<file path="src/rtl/div_pkg.sv">
// Shared widths, FSM state type and constants for the sequential 8-by-4 divider.
package div_pkg;

  localparam int DVD_W = 8;          // dividend / quotient width
  localparam int DVS_W = 4;          // divisor / remainder width
  localparam int PR_W  = DVS_W + 1;  // partial remainder carries one guard bit
  localparam int CNT_W = 3;          // counts the 8 restoring steps

  // Quotient reported when the divisor is zero (all ones, like a saturated result).
  localparam logic [DVD_W-1:0] DZ_QUOT = 8'hFF;

  // Counter value of the final restoring step.
  localparam logic [CNT_W-1:0] LAST_STEP = 3'd7;

  typedef enum logic [1:0] {
    IDLE = 2'd0,
    CALC = 2'd1,
    DONE = 2'd2
  } state_t;

endpackage

</file>
<file path="src/rtl/div_step.sv">
// One restoring-division step: shift the next dividend bit into the partial
// remainder and subtract the divisor when it fits. Purely combinational so it
// can be chained for an unrolled divider as well as iterated.
module div_step
  import div_pkg::*;
(
  input  logic [PR_W-1:0]  i_pr,       // partial remainder before the shift
  input  logic             i_dvd_bit,  // next dividend bit, MSB first
  input  logic [DVS_W-1:0] i_divisor,
  output logic [PR_W-1:0]  o_pr,       // partial remainder after the step
  output logic             o_qbit      // quotient bit produced by this step
);

  logic [PR_W-1:0] w_trial;
  logic [PR_W-1:0] w_dvs_ext;
  logic            w_fits;

  // Trial subtraction; a set guard bit in the incoming remainder means the
  // shifted value already exceeds any 4-bit divisor.
  always_comb begin
    w_trial   = {i_pr[DVS_W-1:0], i_dvd_bit};
    w_dvs_ext = {1'b0, i_divisor};
    w_fits    = i_pr[PR_W-1] || (w_trial >= w_dvs_ext);
    if (w_fits) begin
      o_pr   = w_trial - w_dvs_ext;
      o_qbit = 1'b1;
    end else begin
      o_pr   = w_trial;
      o_qbit = 1'b0;
    end
  end

endmodule

</file>
<file path="src/rtl/divide_8by4_seq.sv">
// Sequential restoring divider: 8-bit dividend / 4-bit divisor, one quotient
// bit per clock, behind valid/ready request and result ports. A zero divisor
// yields quotient 0xFF, remainder = low nibble of the dividend and a flag.
module divide_8by4_seq
  import div_pkg::*;
(
  input  logic             clk,
  input  logic             rst,
  input  logic             in_valid,
  output logic             in_ready,
  input  logic [DVD_W-1:0] dividend,
  input  logic [DVS_W-1:0] divisor,
  output logic             out_valid,
  input  logic             out_ready,
  output logic [DVD_W-1:0] quotient,
  output logic [DVS_W-1:0] remainder,
  output logic             div_by_zero
);

  state_t           r_state;
  logic [DVD_W-1:0] r_q_sr;     // dividend bits shift out, quotient bits shift in
  logic [DVS_W-1:0] r_d;        // latched divisor
  logic [PR_W-1:0]  r_pr;       // partial remainder
  logic [CNT_W-1:0] r_cnt;      // step counter
  logic             r_dz;       // latched divisor == 0
  logic [DVS_W-1:0] r_dvd_lo;   // dividend low nibble, reported on divide by zero
  logic             r_out_valid;
  logic [DVD_W-1:0] r_quot;
  logic [DVS_W-1:0] r_rem;
  logic             r_dz_out;

  logic [PR_W-1:0]  w_pr_next;
  logic             w_qbit;
  logic [DVD_W-1:0] w_q_next;

  div_step u_step (
    .i_pr      (r_pr),
    .i_dvd_bit (r_q_sr[DVD_W-1]),
    .i_divisor (r_d),
    .o_pr      (w_pr_next),
    .o_qbit    (w_qbit)
  );

  assign w_q_next = {r_q_sr[DVD_W-2:0], w_qbit};

  // Ready is a pure state decode, held low while reset is asserted.
  assign in_ready    = (r_state == IDLE) && !rst;
  assign out_valid   = r_out_valid;
  assign quotient    = r_quot;
  assign remainder   = r_rem;
  assign div_by_zero = r_dz_out;

  // Control FSM, datapath registers and registered result outputs.
  always_ff @(posedge clk) begin
    if (rst) begin
      r_state     <= IDLE;
      r_q_sr      <= '0;
      r_d         <= '0;
      r_pr        <= '0;
      r_cnt       <= '0;
      r_dz        <= 1'b0;
      r_dvd_lo    <= '0;
      r_out_valid <= 1'b0;
      r_quot      <= '0;
      r_rem       <= '0;
      r_dz_out    <= 1'b0;
    end else begin
      case (r_state)
        IDLE: begin
          if (in_valid) begin
            r_q_sr   <= dividend;
            r_d      <= divisor;
            r_pr     <= '0;
            r_cnt    <= '0;
            r_dz     <= (divisor == 4'd0);
            r_dvd_lo <= dividend[DVS_W-1:0];
            r_state  <= CALC;
          end
        end
        CALC: begin
          r_pr   <= w_pr_next;
          r_q_sr <= w_q_next;
          r_cnt  <= r_cnt + 3'd1;
          if (r_cnt == LAST_STEP) begin
            // Final step: publish the result straight from the step outputs.
            r_state     <= DONE;
            r_out_valid <= 1'b1;
            r_quot      <= r_dz ? DZ_QUOT : w_q_next;
            r_rem       <= r_dz ? r_dvd_lo : w_pr_next[DVS_W-1:0];
            r_dz_out    <= r_dz;
          end
        end
        DONE: begin
          if (out_ready) begin
            r_state     <= IDLE;
            r_out_valid <= 1'b0;
          end
        end
        default: begin
          r_state     <= IDLE;
          r_out_valid <= 1'b0;
        end
      endcase
    end
  end

endmodule

</file>
<file path="config.mk">
export PLATFORM = sky130hd
export DESIGN_NAME = divide_8by4_seq
export DESIGN_NICKNAME = d
export VERILOG_FILES = /design/src/rtl/div_pkg.sv /design/src/rtl/div_step.sv /design/src/rtl/divide_8by4_seq.sv
export SDC_FILE = /design/constraint.sdc
export NUM_CORES = 1
export LEC_CHECK = 0
export BUFFER_PORTS_ARGS = -buffer_cell sky130_fd_sc_hd__buf_2
export CORE_MARGIN = 5
export CORE_UTILIZATION = 50
export DETAILED_ROUTE_END_ITERATION = 10
export PLACE_DENSITY = 0.81
export SLEW_MARGIN = 10
export SYNTH_ARGS = -nofsm -noshare
export SYNTH_HDL_FRONTEND = slang
export SYNTH_SLANG_ARGS = --single-unit
</file>
<file path="constraint.sdc">
create_clock -name clk -period 2.67 [get_ports clk]
set_input_delay 0.267 -clock clk [delete_from_list [all_inputs] [get_ports clk]]
set_output_delay 0.267 -clock clk [all_outputs]
set_load 0.01 [all_outputs]
</file>
# After elaboration in Yosys (flattened, before gate mapping)
# Cells that the tools add are included.
# classes
n_addsub	2
magnitude_cmp	1
n_eq_ne	6
mux	17
bitwise	1
n_reduce_logical	11
# ops
op	count
$mux W8	2
$pmux W8 S2	1
$mux W5	2
$pmux W5 S2	1
$mux W2	3
$ne A2 B2 Y1 const B	3
$pmux W2 S3	1
$pmux W3 S2	1
$reduce_and A2 Y1	3
$reduce_and A3 Y1	2
$ge A5 B4 Y1	1
$sub A5 B4 Y5	1
$logic_not A4 Y1	1
$mux W4	1
$add A3 B1 Y3 const B	1
$eq A3 B3 Y1 const B	1
$mux W1	3
$mux W3	1
$pmux W1 S3	1
$eq A2 B1 Y1 const B	1
$eq A2 B2 Y1 const B	1
$logic_not A2 Y1	1
$reduce_bool A2 Y1	1
$logic_and A1 B1 Y1	1
other kinds (3)	3
# word_totals
ff_bits	41
in_bits	16
elab_cells	49

# Depth between registers and ports, before layout
# logic_depth
word_depth	4
mapped_depth	9

# Modules after synthesis
# Synthesis repeated with hierarchy kept, for this count alone.
# hier_totals
cells_unflattened	230
area_unflattened_um2	2013.2
# modules_own_cells
mod	instances	cells_per_inst	area_per_inst_um2	seq_area_each_um2
divide_8by4_seq	1	196	1720.4	820.8
div_step	1	34	292.8	0.0

# Worst setup path after synthesis
# OpenSTA, ideal clock, no wires.
# synth_timing
kind	register to register
from	reg r_d[2]
to	reg r_rem[0], in the netlist remainder[0]
arrival_time_ps	1692
required_ps	2600
setup_slack_ps	908
path_stages_with_launch	9
cell_sequence	dfxtp_1 -> inv_1 -> ha_1 -> o21ai_0 -> a21oi_2 -> or2_1 -> buf_6 -> a211o_1 -> a21oi_1
# synth_via
elab_chain_len	4
# synth_rtl
element	line_no	text
start: declaration	divide_8by4_seq.sv:22	logic [DVS_W-1:0] r_d;
start signal: assignment	divide_8by4_seq.sv:72	r_d <= divisor;
$ge A5 B4 Y1	div_step.sv:23	w_fits = i_pr[PR_W-1] || (w_trial >= w_dvs_ext);
$logic_or A1 B1 Y1	div_step.sv:23	
$mux W5	div_step.sv:24	if (w_fits) begin
$mux W4	divide_8by4_seq.sv:89	r_rem <= r_dz ? r_dvd_lo : w_pr_next[DVS_W-1:0];
end signal: assignment	divide_8by4_seq.sv:89	
end: declaration	divide_8by4_seq.sv:29	logic [DVS_W-1:0] r_rem;
# No other way between the ends.
# A chain may end at the register's enable or synchronous reset.

# Final worst setup path
# layout_timing
from	reg r_d[2]
to	reg r_rem[1], in the netlist remainder[1]
# The elaborated chain is that of the path after synthesis.

==> metrics.md <==
| Metric | Value |
|---|---|
| Width of the chip | `70.5 um` |
| Max VDD drop | `0.304 mV` |
| CP arrival | `2.13 ns` |
| Vias in the first global route | `1448` |
| Share of layout cells above drive strength 1 | `0.178` |
| Final design utilization | `0.580` |
| Clk_lat worst skew | `0.29 ns` |
| GPL Wtd Cong | `0.850` |
| Setup bufs post-CTS | `0` |
| Fill cell count | `340` |
| Clock buffer depth | `2` |
| Setup TNS | `0 ns` |
| Top-area cell type share of the netlist area | `0.448` |
| CTS tree | `built` |
| Sequential area share after synthesis | `0.448` |
| DR vias | `1642` |
| Root Driver | `clkbuf_8` |
| Crit Path Class | `flip-flop to flip-flop` |
| Top_reg_cell synth | `dfxtp_1` |
| Design Power | `1410 uW` |
| Clk sink count | `41` |
| Largest net degree at the start of global routing | `40` |
| Top-count cell post-synth | `nand2_1` |
| Post-detail-place hpwl | `2730 um` |
| Number of CTS-inserted buffers | `5` |
| Wire per inst | `13.3 um` |
| Port-buffer cells | `30` |
| Share of synthesized flip-flops with an asynchronous set or reset | `0` |
| CP max FO | `8` |
| Worst slew margin | `0.527` |
| Hold crit path type | `primary input to flip-flop` |
| Final Max Slew Viols | `0` |
| Commonest cells in the netlist | `nand2_1, dfxtp_1, a21oi_1, nor2_1, nor3_1` |
| Final min period | `1.96 ns` |
| Fin Hold WS | `0.221 ns` |
| NumNets Final | `276` |
| Outcome | `finished, final reports clean` |
| Final setup viols | `0` |
| Crit. End Element | `flip-flop` |
| Inserted Diodes | `0` |
| Hold_buf cts | `0` |
| Starting Density | `0.508` |
| Initial antenna violation count | `0` |
| Syn_nets | `251` |
| Post-route insts no fill | `301` |
| Power density cells | `674 nW/um2` |
| Vias/cell | `5.46` |
| GRT Overall Usage | `0.170` |
| Worst EP required | `2.85 ns` |
| Post-synth top area cell | `dfxtp_1` |
| Leakage | `0.000870 uW` |
| Synthesized cell area | `1830 um2` |
| CTS H-tree depth | `2` |
| Library cells used by synthesis | `40` |
| Fmax | `0.511 GHz` |
| Ys Warns | `0` |
| Area contributors post-synth | `dfxtp_1, nand2_1, a21oi_1` |
| RSZ-0062 raised after global routing | `false` |
| Skew final | `0.00358 ns` |
| Synth Register Bits | `41` |
| First-pass GRT wire length | `6890 um` |
| Post-synth EDFFs | `0` |
| Final hold vios | `0` |
| Final ANT Viol Nets | `0` |
| # IOs | `31` |
| Drt pass-1 iters | `4` |
| DR iter-0 viols | `135` |
| Total gr overflow | `0` |
| Routed WL | `4000 um` |
| Row cnt | `22` |
| Area delta synth->final | `14.1%` |
| Worst slew pin tran | `0.709 ns` |
| Clk slew on worst S/H paths | `0.07 ns` |
| Final period util | `0.733` |
| Total core area | `3610 um2` |
| Die area | `4980 um2` |
| Crit path launch type | `flip-flop` |
| CTS resizes | `0` |
| Synthesized area per cell | `8.04 um2` |
| Dpl cells | `294` |
| Die H | `70.5 um` |
| DRC Markers | `0` |
| Syn Inst Count | `228` |
| Maximum Capacitance Violations | `0` |
-- area by class of cell --
| class | instances | area, um2 | share of cell area |
|---|---|---|---|
| Sequential cell | 41 | 821 | 0.392 |
| Multi-Input combinational cell | 165 | 912 | 0.436 |
| Clock inverter | 2 | 35.0 | 0.0167 |
| Timing Repair Buffer | 32 | 165 | 0.0789 |
| Tap cell | 48 | 60.1 | 0.0287 |
| Clock buffer | 5 | 68.8 | 0.0329 |
| Inverter | 8 | 30.0 | 0.0144 |
-- critical path, cell delays in order (launching register included) --
cell and delay [ns]:
dfxtp_1 0.34, inv_1 0.05, ha_1 0.35, o21ai_0 0.23, a21oi_2 0.08, or2_1 0.35
mux2i_1 0.18, o41ai_1 0.27
-- through the flow --
step | setup WS, ns | instance area, um2
finish | 0.714 | 2090
global route | 0.588 | 2090
CTS | 0.701 | 2090
detailed placement | 0.804 | 1990
global placement | 0.854 | 1990
floorplan | 0.908 | 1830
-- power by group --
| part | total [uW] | internal, uW | switching [uW] |
|---|---|---|---|
| Combinational | 264 | 109 | 155 |
| Sequential | 670 | 642 | 27.9 |
| Clock | 477 | 272 | 205 |
-- state kept, by name (all words and copies together), names as in the netlist --
name	count
div_by_zero	1
r_dvd_lo	4
r_dz	1
r_cnt	3
remainder	4
out_valid	1
r_state	2
r_q_sr	8
quotient	8
r_pr	5
r_d	4
-- cell families (layout without fill, tap and decap cells) --
kind of cell | Yosys count | in the layout | share of synthesized area
AOI/OAI and AO/OA | 50 | 50 | 0.173
xor gates and xnor gates | 2 | 2 | 0.00956
adders and majority gates | 7 | 7 | 0.0519
buffers and inverters | 22 | 47 | 0.0546
DFF | 41 | 41 | 0.448
muxes | 2 | 2 | 0.0109
and+or+nand+nor | 104 | 104 | 0.252
-- routing by layer --
| metal | up-vias | part of all wire | wire length, um | track usage |
|---|---|---|---|---|
| li1 | 837 | - | - | - |
| met1 | 759 | 0.48 | 1920 | 0.240 |
| met2 | 39 | 0.44 | 1760 | 0.253 |
| met3 | 7 | 0.063 | 251 | 0.0469 |
| met4 | 0 | 0.018 | 71 | 0.0564 |
| met5 | - | 0 | 0 | 0 |
-- cells in the final DEF (no fill, tap or decap), types with 2 or more instances in the layout --
cell type  instances
clkbuf_8           5
a31oi_1            6
o21ai_0            5
dfxtp_1           41
nand3_1            2
nand2b_1           2
nor2_1            23
nand2_1           47
inv_1              8
nor3_1            20
o221ai_1           2
a311oi_1           4
mux2i_1            2
a21oi_1           23
buf_2             30
o41ai_1            2
buf_4              2
ha_1               6
-- final timing paths --
check / depth (start not counted) / startpoint / end / slack (ns)
worst max-delay path: 7 / r_d[2] / remainder[1] / 0.71
worst min-delay path: 3 / divisor[3] / r_d[3] / 0.22
worst max register to register: 7 / r_d[2] / remainder[1] / 0.71
worst min register to register: 2 / r_d[3] / r_d[3] / 0.46
No activity file was read; power rests on OpenSTA's default activity.
